<file path="config.mk">
export PLATFORM = sky130hd
export DESIGN_NAME = fp_mul_sched
export DESIGN_NICKNAME = d
export VERILOG_FILES = /design/src/rtl/fp_mul_sched.sv
export SDC_FILE = /design/constraint.sdc
export NUM_CORES = 1
export LEC_CHECK = 0
export ABC_AREA = 1
export CAP_MARGIN = 30
export CORE_AREA = 2 2 155 157
export DETAILED_ROUTE_END_ITERATION = 10
export DIE_AREA = 0 0 157 159
export PLACE_DENSITY = 0.56
export SLEW_MARGIN = 20
export SYNTH_ARGS = -nofsm -noshare
export SYNTH_HDL_FRONTEND = slang
export SYNTH_SLANG_ARGS = --single-unit
</file>
<file path="constraint.sdc">
create_clock -name sys_clk_1 -period 2.75 [get_ports sys_clk_1]
set_input_delay 0.55 -clock sys_clk_1 [delete_from_list [all_inputs] [get_ports sys_clk_1]]
set_output_delay 0.55 -clock sys_clk_1 [all_outputs]
set_load 0.1 [all_outputs]
</file>
<file path="src/rtl/fp_mul_sched.sv">
`default_nettype none
// +--------------------------------------------------------------------------+
// | Module      : fp_mul_sched                                               |
// | Description : Round-robin scheduler sharing one pipelined fp_mul between |
// |               NREQ requesters, with tag tracking, back-pressure stall    |
// |               via aclken and a drain/idle handshake. Optional per-       |
// |               requester grant counters under FP_MUL_SCHED_STAT_EN.       |
// | Revision    : 1.0 - initial release                                      |
// +--------------------------------------------------------------------------+
module fp_mul_sched #(
    parameter int NREQ    = 4,
    parameter int MUL_LAT = 8,
    parameter int TAG_W   = $clog2(NREQ)
`ifdef FP_MUL_SCHED_STAT_EN
    ,parameter int CNT_W  = 16
`endif
) (
    input  logic                 sys_clk_1,
    input  logic                 sys_rst_n,
    input  logic [NREQ-1:0]      req_valid,
    output logic [NREQ-1:0]      req_ready,
    input  logic [NREQ*32-1:0]   req_a,
    input  logic [NREQ*32-1:0]   req_b,
    output logic                 mul_aclken,
    output logic [31:0]          mul_a,
    output logic [31:0]          mul_b,
    input  logic [31:0]          mul_result,
    output logic                 res_valid,
    input  logic                 res_ready,
    output logic [31:0]          res_data,
    output logic [TAG_W-1:0]     res_tag,
    input  logic                 drain,
    output logic                 idle
`ifdef FP_MUL_SCHED_STAT_EN
    ,output logic [NREQ*CNT_W-1:0] stat_grants
`endif
);

    localparam logic [1:0] c_ST_RUN   = 2'd0;
    localparam logic [1:0] c_ST_DRAIN = 2'd1;
    localparam logic [1:0] c_ST_DONE  = 2'd2;

    logic [1:0]         r_state;
    logic [TAG_W-1:0]   r_ptr;
    logic [MUL_LAT-1:0] r_vld_sr;
    logic [TAG_W-1:0]   r_tag_sr [MUL_LAT];

    logic               w_aclken;
    logic               w_any;
    logic [TAG_W-1:0]   w_winner;
    logic               w_grant;

    function automatic logic [TAG_W-1:0] f_rr_idx(input logic [TAG_W-1:0] ptr, input int k);
        return TAG_W'((int'(ptr) + k) % NREQ);
    endfunction

    // Only a product stuck at the head with no consumer freezes the multiplier.
    assign w_aclken = ~(r_vld_sr[MUL_LAT-1] & ~res_ready);

    // Scan from the farthest offset down so the nearest requester after ptr wins.
    always_comb begin
        w_any    = 1'b0;
        w_winner = '0;
        for (int k = NREQ; k >= 1; k--) begin
            if (req_valid[f_rr_idx(r_ptr, k)]) begin
                w_any    = 1'b1;
                w_winner = f_rr_idx(r_ptr, k);
            end
        end
    end

    assign w_grant = (r_state == c_ST_RUN) && w_aclken && !drain && w_any;

    always_comb begin
        req_ready = '0;
        mul_a     = '0;
        mul_b     = '0;
        if (w_grant) begin
            req_ready[w_winner] = 1'b1;
            mul_a = req_a[32*w_winner +: 32];
            mul_b = req_b[32*w_winner +: 32];
        end
    end

    always_ff @(posedge sys_clk_1 or negedge sys_rst_n) begin
        if (!sys_rst_n) begin
            r_vld_sr <= '0;
            for (int i = 0; i < MUL_LAT; i++) r_tag_sr[i] <= '0;
            r_ptr    <= TAG_W'(NREQ - 1);
            r_state  <= c_ST_RUN;
        end else begin
            if (w_aclken) begin
                r_vld_sr[0] <= w_grant;
                r_tag_sr[0] <= w_grant ? w_winner : '0;
                for (int i = 1; i < MUL_LAT; i++) begin
                    r_vld_sr[i] <= r_vld_sr[i-1];
                    r_tag_sr[i] <= r_tag_sr[i-1];
                end
            end
            if (w_grant) r_ptr <= w_winner;
            case (r_state)
                c_ST_RUN:   if (drain)           r_state <= c_ST_DRAIN;
                c_ST_DRAIN: if (r_vld_sr == '0)  r_state <= c_ST_DONE;
                c_ST_DONE:  if (!drain)          r_state <= c_ST_RUN;
                default:                         r_state <= c_ST_RUN;
            endcase
        end
    end

    assign mul_aclken = w_aclken;
    assign res_valid  = r_vld_sr[MUL_LAT-1];
    assign res_tag    = r_tag_sr[MUL_LAT-1];
    assign res_data   = mul_result;
    assign idle       = (r_state == c_ST_DONE);

`ifdef FP_MUL_SCHED_STAT_EN
    for (genvar gi = 0; gi < NREQ; gi++) begin : g_stat
        logic [CNT_W-1:0] r_cnt;
        always_ff @(posedge sys_clk_1 or negedge sys_rst_n) begin
            if (!sys_rst_n) begin
                r_cnt <= '0;
            end else if (w_grant && (w_winner == TAG_W'(gi)) && (r_cnt != {CNT_W{1'b1}})) begin
                r_cnt <= r_cnt + CNT_W'(1);
            end
        end
        assign stat_grants[CNT_W*gi +: CNT_W] = r_cnt;
    end
`endif

endmodule
`default_nettype wire
</file>
==> impl_metrics.ini <==
[status]
result_of_the_run = finished with violations
failed_checks = setup timing

[worst_setup_path]
largest_fanout_of_any_net_on_the_critical_path = 8
critPathRequiredTime_ps = 2200
start_kind = flip-flop
critical_path.n_buffers_inverters = 6
worstPathCellList = inv_6 > nand2_2 > nand2_2 > nand2_2 > nand2_2 > inv_4 > nand3_4 > nand2_8 > buf_12 > clkinvlp_4 > clkbuf_16 > nand2_2 > nand3_1 > nand2_2 > buf_12
timing.critical_path.slowest_cell_delay_ps = 650
arrival_ps = 2540
crit_slowest_cell = dfstp_2
crit_path_frequent_cell = nand2_2
reg2reg_setup_slack_ps = 500
cpLargestDelayFamily = buffers and inverters
path_class = reg -> out
worst_setup_path_end_kind = output pin

[routing]
via_count = 6314
wirelength_um = 22400
post_drt_via_cell_ratio = 4.25
drt_first_iter_violations = 309
drt.antenna.violating_nets = 0
drtPass1Iterations = 5
drt-wirelength-per-cell_um = 15.1
drc = 0

[timing]
timing.slew.headroom_pct = 74.4
clock_period_minus_worst_slack_ps = 3090
worst_slew_pin_slew_ps = 381
hold_violations = 0
fin_worst_skew_ps = 2.56
tightest_hold_margin_ps = 471
fin_crit_sh_pct = 113
postLayoutSetupSlackWorst_ps = -345
timing.final.setup_violations = 68
achievable-frequency_ghz = 0.323
rsz0062_at_grt = true
final-max-slew-violation-count = 0

[grt]
initial_antenna_violation_count = 1
grt_pass1_vias = 6214
grt_start_max_net_pins = 33
global_route_usage_sum_pct = 17.0
grt_pass1_wl_um = 33500
grt-ovfl-total = 0

[clock_network]
number_of_buffers_created_by_cts = 3
cts-htree-levels = 1
clk-insertion-delay-late_ps = 260
cts_tree = yes
tritoncts_num_sinks = 28
worst_setup_hold_path_clk_slew_ps = 70
cts.hold.buffers_added = 0
clock_tree.buffer_depth = 2
clock_tree.root_cell = clkbuf_16

[hold_path]
hp-class = reg -> reg

[finish]
register_area_um2 = 707
final_net_count = 1463
final_layout_size_suffix_gt1_share_pct = 31.0
insertedDiodeCount = 0
post-route-cell-area_um2 = 10200
layout-area-overhead-vs-synth_pct = 134
fillerInstances = 2371
multi_input_area_um2 = 3550

[floorplanning]
ios = 401
fp-row-count = 56
die_width_um = 157
dieArea_um2 = 25000
die_h_um = 159
start_util_pct = 18.7
design.core.area_um2 = 23200

[logic_synthesis]
synth_top_flop_cell = dfrtp_1
synth_xor_area_share_pct = 0
yosys.area.top_type = nand2_1
post_synthesis_sequential_area_ratio_pct = 16.2
ys_ff_latch = 28
syn-num-nets = 1133
area_share_of_the_largest_cell_type_after_synthesis_pct = 28.9
synth_compound_area_share_pct = 5.50
syn-cell-area_um2 = 4340
syn_avg_cell_area_um2 = 5.19
basic_gate_share_of_the_synthesized_area_counting_and_or_nand_and_nor_cells_pct = 57.2
synth_enable_flop_cells = 0
main_combinational_cell_family_by_area_after_synthesis = simple AND/OR/NAND/NOR gates
synth_adder_area_share_pct = 0
synth.distinct_cells = 27
muxShareOfSynthArea_pct = 0
synth-warning-count = 0
post_synth_main_area_contributors = nand2_1 (29%), nand3_1 (18%), dfrtp_1 (15%)
synth_async_sr_flop_share_pct = 100
syn-instance-count = 837

[placed_design]
dpl-instance-area_um2 = 9330
routabilityCongestion = 0.892
port_buffers = 336
detailed_place_hpwl_um = 17300

[run]
number_of_max_cap_violations = 0
## sequential cells by signal (all words and copies together), names as in the netlist
signal / count
r_tag_sr: 14
r_vld_sr: 8
res_tag: 2
r_state: 2
r_ptr: 2
## layer usage
layer	track usage (%)	share of wire, %	wire [um]	up-vias
met2	31.4	52	11600	199
met5	0	0.054	12	-
li1	-	-	-	3225
met4	2.88	1.7	391	2
met3	3.43	6.0	1350	34
met1	20.3	40	9040	2854
## worst register-to-register path, stage by stage, from the launching register on
cell and delay (ps):
dfstp_2 650, inv_6 80, nand2_2 60, nand2_2 60
nand2_2 70, nand2_2 80, buf_4 140, inv_2 40
nand3_2 120, buf_6 150, o21bai_4 160, inv_4 100
buf_4 150, nand2_1 110, buf_4 130, nand2_1 40
## Yosys cell counts, types with 3 or more instances
master	count
dfrtp_1	26
o21ai_0	12
inv_2	6
clkbuf_1	10
inv_1	80
nand3_1	154
buf_6	4
nor2_1	93
buf_1	5
nand2_2	3
nand2_1	334
buf_2	26
buf_4	47
o211ai_1	21
## final cells by class
| cell class | instances | share of cell area [%] |
|---|---|---|
| Clock buffer | 3 | 0.738 |
| Timing Repair Buffer | 417 | 49.8 |
| Multi-Input combinational cell | 630 | 34.9 |
| Tap cell | 319 | 3.92 |
| Sequential cell | 28 | 6.95 |
| Clock inverter | 1 | 0.295 |
| Inverter | 87 | 3.34 |
## logic make-up after synthesis
family | after synthesis
simple gates | 594
buf+inv | 179
compound gates | 36
flops | 28
## per-stage QoR
stage                     TNS (ps)  setup WS [ps]  std cells  util, %
after floorplan               -836           -143        837        -
after detailed placement    -27070           -473       1461     40.2
final                       -20280           -345       1485     43.9
after global placement      -24930           -431       1461     40.2
after global routing        -29890           -500       1485     43.9
after CTS                   -19280           -338       1482     43.0
## worst paths after layout
kind	from	end	cells after the start
worst max-delay path	r_ptr[0]$_DFFE_PN1P_	mul_a[18]	15
worst min-delay path	r_tag_sr[8]$_DFFE_PN0N_	r_tag_sr[6]$_DFFE_PN0N_	2
worst max register to register	r_ptr[0]$_DFFE_PN1P_	r_tag_sr[14]$_DFFE_PN0N_	15
worst min register to register	r_tag_sr[8]$_DFFE_PN0N_	r_tag_sr[6]$_DFFE_PN0N_	2
max in group asynchronous	sys_rst_n	r_ptr[1]$_DFFE_PN1P_	2
min in group asynchronous	sys_rst_n	res_tag[1]$_DFFE_PN0N_	2
## repair_timing
action                                  4_1_cts  5_1_grt
gates resized for setup                     106       39
buffers inserted                             13        2
endpoints found under the hold margin         0        0
cloned                                        5        1
pin swaps                                    37        4
endpoints found under the setup margin       68       68
## cell usage in the layout (no fill, tap or decap), drive strengths merged
cell             n
buf            151
o211ai          21
dfrtp           26
dfstp            2
a21oi            1
clkbuf           5
nand2          339
inv             86
nand3          157
bufbuf           1
o21bai           1
dlygate4sd2      4
nor3             1
nor2            94
nor4             1
clkinvlp         1
clkdlybuf4s50  259
nand4            1
nand3b           1
o21ai           13
bufinv           1
Power is not shown: default switching activity piles up to over one toggle a cycle in this logic, so the estimate is an artifact.
